## src/rtl/ddr_addr_pkg.sv

```systemverilog
// Shared DDR frame-store addressing definitions for the read- and write-side address generators.
package ddr_addr_pkg;

  localparam int unsigned ADDR_WIDTH = 28;
  localparam int unsigned BUF_NUM    = 3;
  localparam int unsigned BUF_IDX_W  = 2;
  localparam int unsigned BEAT_BYTES = 32;

  localparam logic [ADDR_WIDTH-1:0] BASE_ADDR  = 28'h000_0000;
  localparam logic [ADDR_WIDTH-1:0] BUF_STRIDE = 28'h080_0000;

  typedef enum logic [1:0] {
    StIdle,
    StLoad,
    StIssue
  } addr_state_e;

  // Start byte address of a frame buffer; wraps modulo 2^ADDR_WIDTH.
  function automatic logic [ADDR_WIDTH-1:0] buf_base(input logic [BUF_IDX_W-1:0]  idx,
                                                     input logic [ADDR_WIDTH-1:0] base,
                                                     input logic [ADDR_WIDTH-1:0] stride);
    return base + ADDR_WIDTH'(idx) * stride;
  endfunction

endpackage

```

## src/rtl/rd_buf_sel.sv

```systemverilog
// Read-buffer selection: picks the buffer written just before the current write buffer,
// holding the previous choice when the resynchronised write index is out of range.
module rd_buf_sel #(
  parameter int unsigned BUF_NUM   = 3,
  parameter int unsigned BUF_IDX_W = 2
) (
  input  logic                 clk,
  input  logic                 rst,
  input  logic                 load,
  input  logic [BUF_IDX_W-1:0] wr_buf_idx,
  output logic [BUF_IDX_W-1:0] cur_buf_idx
);

  logic [BUF_IDX_W-1:0] sel_d, sel_q;

  always_comb begin
    sel_d = sel_q;
    if (load && (32'(wr_buf_idx) < BUF_NUM)) begin
      sel_d = (wr_buf_idx == '0) ? BUF_IDX_W'(BUF_NUM - 1) : wr_buf_idx - BUF_IDX_W'(1);
    end
  end

  always_ff @(posedge clk) begin
    if (rst) begin
      sel_q <= BUF_IDX_W'(BUF_NUM - 1);
    end else begin
      sel_q <= sel_d;
    end
  end

  assign cur_buf_idx = sel_q;

endmodule

```

## src/rtl/rd_frame_addr_gen.sv

```systemverilog
// Read-side frame address generator: on each frame start, issues burst read commands covering
// the most recently completed buffer over a valid/ready command interface.
module rd_frame_addr_gen #(
  parameter int unsigned            ADDR_WIDTH  = 28,
  parameter int unsigned            BUF_NUM     = 3,
  parameter int unsigned            BUF_IDX_W   = 2,
  parameter logic [ADDR_WIDTH-1:0]  BASE_ADDR   = 28'h000_0000,
  parameter logic [ADDR_WIDTH-1:0]  BUF_STRIDE  = 28'h080_0000,
  parameter int unsigned            FRAME_BEATS = 57600,
  parameter int unsigned            BURST_LEN   = 64,
  parameter int unsigned            BEAT_BYTES  = 32
) (
  input  logic                  clk,
  input  logic                  rst,
  input  logic [BUF_IDX_W-1:0]  wr_buf_idx,
  input  logic                  frame_start,
  output logic                  cmd_valid,
  input  logic                  cmd_ready,
  output logic [ADDR_WIDTH-1:0] cmd_addr,
  output logic [7:0]            cmd_len,
  output logic [BUF_IDX_W-1:0]  cur_buf_idx,
  output logic                  busy,
  output logic                  frame_done
);

  import ddr_addr_pkg::*;

  localparam int unsigned BEAT_W = $clog2(FRAME_BEATS + 1);

  function automatic logic [7:0] len_of(input logic [BEAT_W-1:0] beats);
    int unsigned b;
    b = 32'(beats);
    if (b > BURST_LEN) b = BURST_LEN;
    return 8'(b - 1);
  endfunction

  addr_state_e           state_d, state_q;
  logic [BEAT_W-1:0]     beats_left_d, beats_left_q;
  logic                  cmd_valid_d, cmd_valid_q;
  logic [ADDR_WIDTH-1:0] cmd_addr_d, cmd_addr_q;
  logic [7:0]            cmd_len_d, cmd_len_q;
  logic                  busy_d, busy_q;
  logic                  frame_done_d, frame_done_q;
  logic                  restart_pend_d, restart_pend_q;

  logic        hs;
  logic        last;
  logic        sel_load;
  logic [31:0] beats_next;

  assign hs         = cmd_valid_q && cmd_ready;
  assign beats_next = 32'(beats_left_q) - 32'(cmd_len_q) - 32'd1;
  assign last       = (beats_next == 32'd0);
  // A new buffer is chosen whenever the FSM is about to enter LOAD.
  assign sel_load   = ((state_q == StIdle) && frame_start) ||
                      ((state_q == StIssue) && hs && (restart_pend_q || frame_start));

  rd_buf_sel #(
    .BUF_NUM   (BUF_NUM),
    .BUF_IDX_W (BUF_IDX_W)
  ) u_buf_sel (
    .clk         (clk),
    .rst         (rst),
    .load        (sel_load),
    .wr_buf_idx  (wr_buf_idx),
    .cur_buf_idx (cur_buf_idx)
  );

  always_comb begin
    state_d        = state_q;
    beats_left_d   = beats_left_q;
    cmd_valid_d    = cmd_valid_q;
    cmd_addr_d     = cmd_addr_q;
    cmd_len_d      = cmd_len_q;
    busy_d         = busy_q;
    frame_done_d   = 1'b0;
    restart_pend_d = restart_pend_q;

    unique case (state_q)
      StIdle: begin
        if (frame_start) begin
          state_d      = StLoad;
          busy_d       = 1'b1;
          beats_left_d = BEAT_W'(FRAME_BEATS);
        end
      end
      StLoad: begin
        cmd_addr_d  = buf_base(cur_buf_idx, BASE_ADDR, BUF_STRIDE);
        cmd_len_d   = len_of(beats_left_q);
        cmd_valid_d = 1'b1;
        state_d     = StIssue;
        if (frame_start) restart_pend_d = 1'b1;
      end
      StIssue: begin
        if (hs) begin
          if (restart_pend_q || (frame_start && !last)) begin
            // Abandon the rest of this frame silently and restart on a fresh buffer.
            cmd_valid_d    = 1'b0;
            state_d        = StLoad;
            beats_left_d   = BEAT_W'(FRAME_BEATS);
            restart_pend_d = 1'b0;
          end else if (last) begin
            cmd_valid_d  = 1'b0;
            frame_done_d = 1'b1;
            beats_left_d = '0;
            if (frame_start) begin
              state_d      = StLoad;
              beats_left_d = BEAT_W'(FRAME_BEATS);
            end else begin
              state_d = StIdle;
              busy_d  = 1'b0;
            end
          end else begin
            beats_left_d = BEAT_W'(beats_next);
            cmd_addr_d   = cmd_addr_q + ADDR_WIDTH'((32'(cmd_len_q) + 32'd1) * BEAT_BYTES);
            cmd_len_d    = len_of(BEAT_W'(beats_next));
          end
        end else if (frame_start) begin
          restart_pend_d = 1'b1;
        end
      end
      default: state_d = StIdle;
    endcase
  end

  always_ff @(posedge clk) begin
    if (rst) begin
      state_q        <= StIdle;
      beats_left_q   <= '0;
      cmd_valid_q    <= 1'b0;
      cmd_addr_q     <= '0;
      cmd_len_q      <= '0;
      busy_q         <= 1'b0;
      frame_done_q   <= 1'b0;
      restart_pend_q <= 1'b0;
    end else begin
      state_q        <= state_d;
      beats_left_q   <= beats_left_d;
      cmd_valid_q    <= cmd_valid_d;
      cmd_addr_q     <= cmd_addr_d;
      cmd_len_q      <= cmd_len_d;
      busy_q         <= busy_d;
      frame_done_q   <= frame_done_d;
      restart_pend_q <= restart_pend_d;
    end
  end

  assign cmd_valid  = cmd_valid_q;
  assign cmd_addr   = cmd_addr_q;
  assign cmd_len    = cmd_len_q;
  assign busy       = busy_q;
  assign frame_done = frame_done_q;

endmodule

```

## config.mk

```make
export PLATFORM = sky130hd
export DESIGN_NAME = rd_frame_addr_gen
export DESIGN_NICKNAME = d
export VERILOG_FILES = /design/src/rtl/ddr_addr_pkg.sv /design/src/rtl/rd_buf_sel.sv /design/src/rtl/rd_frame_addr_gen.sv
export SDC_FILE = /design/constraint.sdc
export NUM_CORES = 1
export LEC_CHECK = 0
export CAP_MARGIN = 5
export CORE_MARGIN = 5
export CORE_UTILIZATION = 50
export DETAILED_ROUTE_END_ITERATION = 10
export GPL_TIMING_DRIVEN = 0
export PLACE_DENSITY_LB_ADDON = 0.05
export SLEW_MARGIN = 20
export SYNTH_ARGS = -nofsm -noshare
export SYNTH_HDL_FRONTEND = slang
export SYNTH_SLANG_ARGS = --single-unit
```

## constraint.sdc

```tcl
create_clock -name clk -period 5.8 [get_ports clk]
set_input_delay 1.45 -clock clk [delete_from_list [all_inputs] [get_ports clk]]
set_output_delay 1.45 -clock clk [all_outputs]
set_load 0.02 [all_outputs]
```

==> qor.csv <==
metric;value;unit
rsz0062_at_grt;false;
status;completed;
drive_gt1_share;6.07;%
grt_pass1_vias;4472;
power_density;479;mW/mm2
cp_cell_sequence;ha_1 > inv_1 > fa_1 > a21o_1 > a2111oi_2 > o211ai_2 > a211oi_4 > nand2_1 > or4_4 > a211oi_2 > a41oi_1 > ha_1 > nand3_1 > o31ai_1 > o21a_1 > a311oi_1;
holdCritPathClass;reg2reg;
antenna_found_initial;0;
clockBufferDepth;2;
synthTopCellsByCount;55 x dfxtp_1, 49 x a21oi_1, 46 x nand2_1;
grt_overflow_total;0;
ys_seq_area_share;23.7;%
crit_top_cell;ha_1;
synth_area_leaders;dfxtp_1 24%, ha_1 7.3%, xnor2_1 5.5%;
clock_latency;320;ps
cts_inserted_buffers;5;
viasPerCell;6.31;
p_leak;0.00195;uW
worstMarginPinSlew;1090;ps
worstPathArrival;5430;ps
synth.mux.area_fraction;2.83;%
drt_wl_total;13.3;mm
antennaDiodeCount;0;
vias;4760;
synth_top_area_share;23.7;%
endpoint_kind;flop;
synth_xor_area_share;7.33;%
stdcell_count;754;
dp.cells;746;
synthToLayoutAreaGrowth;14.1;%
grt_max_degree;19;
drt_iter0_drc;220;
startpoint_type;flop;
grt_pass1_wl;21.9;mm
fin_crit_sh;89.5;%
route.detailed.drc;0;
finalSetupTns;0;ps
yosysTopAreaCell;dfxtp_1;
die_w;106;um
critPathKind;reg2reg;
maxCapViolCount;0;
clk_pin_slew;120;ps
postSynthCellCount;590;
fin_crit;5190;ps
holdWs;494;ps
ys_types;79;
routedWlPerCell;17.6;um
ios;47;
yosysMostFrequentCell;dfxtp_1;
hold_buffers;0;
synth-adder-area-share;8.14;%
skew;10.6;ps
nets;677;
ys_dominant_reg_cell;dfxtp_1;
cts_max_level;2;
yosys.area_share.simple;25.0;%
crit_fanout;9;
max_freq;0.193;GHz
dp_hpwl;10.2;mm
row_count;35;
clock_sink_count;55;
finalHoldViolCount;0;
die_y;106;um
synth_area;0.00464;mm2
cts.repair.resized;0;
cts_setup_buffers;0;
ant_nets;0;
synth_top_family_by_area;compound AO/OA/AOI/OAI gates;
yosysWarnings;0;
power.total;2540;uW
syn_avg_cell_area;7.87;um2
design.core.area;0.00915;mm2
start_util;50.7;%
critPathSlowestCell;a211oi_2;
setup_violations;0;
async_reset_ff_share;0;%
drt_pass1_iterations;5;
grt.total_usage;23.5;%
ff2ff_path_depth;16;
cts_tree;built;
holdPathStages;2;
numPortBuffers;41;
max_slew_margin;26.8;%
drv_slew;0;
vdd_drop_max;299;uV
ys_ff_latch;55;
cp.required;6040;ps
synth_compound_area_share;26.5;%
synth_edf_count;0;
root_buffer;clkbuf_8;
die_area;0.0113;mm2
routabilityCongestion;0.942;
cpPeakStageDelay;600;ps
-- logic make-up after synthesis --
family,count (synthesis)
and+or+nand+nor,219
other,1
DFF,55
muxes,13
xor gates and xnor gates,38
AOI/OAI and AO/OA,166
adders and majority gates,29
buffers and inverters,69
-- power breakdown --
part           leakage [uW]  internal [uW]  total, uW  switching, uW
registers          0.000447            433        500           67.6
clock network     0.0000485           87.2        232            145
logic               0.00145            650       1810           1160
total               0.00195           1170       2540           1370
-- flip-flops by register name, summed over array words and instances (netlist names) --
name                   cells
beats_left_q              16
cmd_addr                  23
busy                       1
cmd_len                    8
u_buf_sel.cur_buf_idx      2
restart_pend_q             1
frame_done                 1
state_q                    2
cmd_valid                  1
-- stage by stage --
stage | worst slack (ps) | util (%) | cell area [um2]
after global routing | 296 | 57.9 | 5300
after detailed placement | 684 | 56.9 | 5210
after global placement | 756 | 56.9 | 5210
after CTS | 634 | 57.9 | 5300
after floorplan | 1220 | - | 4660
final | 611 | 57.9 | 5300
-- placed cells by master (no fill, tap or decap), types with 19 or more instances in the layout --
cell type | Yosys | routed
dfxtp_1 | 55 | 55
a21oi_1 | 49 | 49
nand2_1 | 46 | 46
nor2_1 | 42 | 42
clkdlybuf4s50_1 | 0 | 41
nand3_1 | 39 | 39
inv_1 | 33 | 33
xnor2_1 | 29 | 29
ha_1 | 27 | 27
clkbuf_1 | 22 | 22
o21ai_0 | 19 | 19
-- final timing paths --
path                            slack (ps)                      start                        end
worst min-delay path                   490  cmd_addr[25]$_SDFFE_PP0P_  cmd_addr[25]$_SDFFE_PP0P_
worst min register to register         490  cmd_addr[25]$_SDFFE_PP0P_  cmd_addr[25]$_SDFFE_PP0P_
worst max register to register         610    cmd_len[0]$_SDFFE_PP0P_    cmd_len[4]$_SDFFE_PP0P_
worst max-delay path                   610    cmd_len[0]$_SDFFE_PP0P_    cmd_len[4]$_SDFFE_PP0P_
-- cell type report --
class | count | area [um2]
fillers | 904 | 3850
multi-input cells | 470 | 3260
flip-flops and latches | 55 | 1100
repair buffers | 41 | 410
plain buffers | 36 | 173
well taps | 111 | 139
inverters | 33 | 124
clock buffers | 5 | 68.8
clock inverters | 3 | 22.5
-- worst max-delay path, delay by kind of cell (launching register included) --
kind | cells | cell delay (ps)
adder cells (fa/ha/maj) | 3 | 980
AND/OR/NAND/NOR | 3 | 880
flip-flops | 1 | 450
buffers and inverters | 1 | 70
AO/OA/AOI/OAI | 9 | 2730
-- per-layer routing --
| metal | GRT usage (%) | wire, um |
|---|---|---|
| met1 | 33.4 | 6320 |
| met2 | 37.1 | 5890 |
| met3 | 3.04 | 778 |
| met4 | 6.66 | 286 |
| met5 | 0 | 0 |
Note: power is estimated with default switching activity, not from simulation.
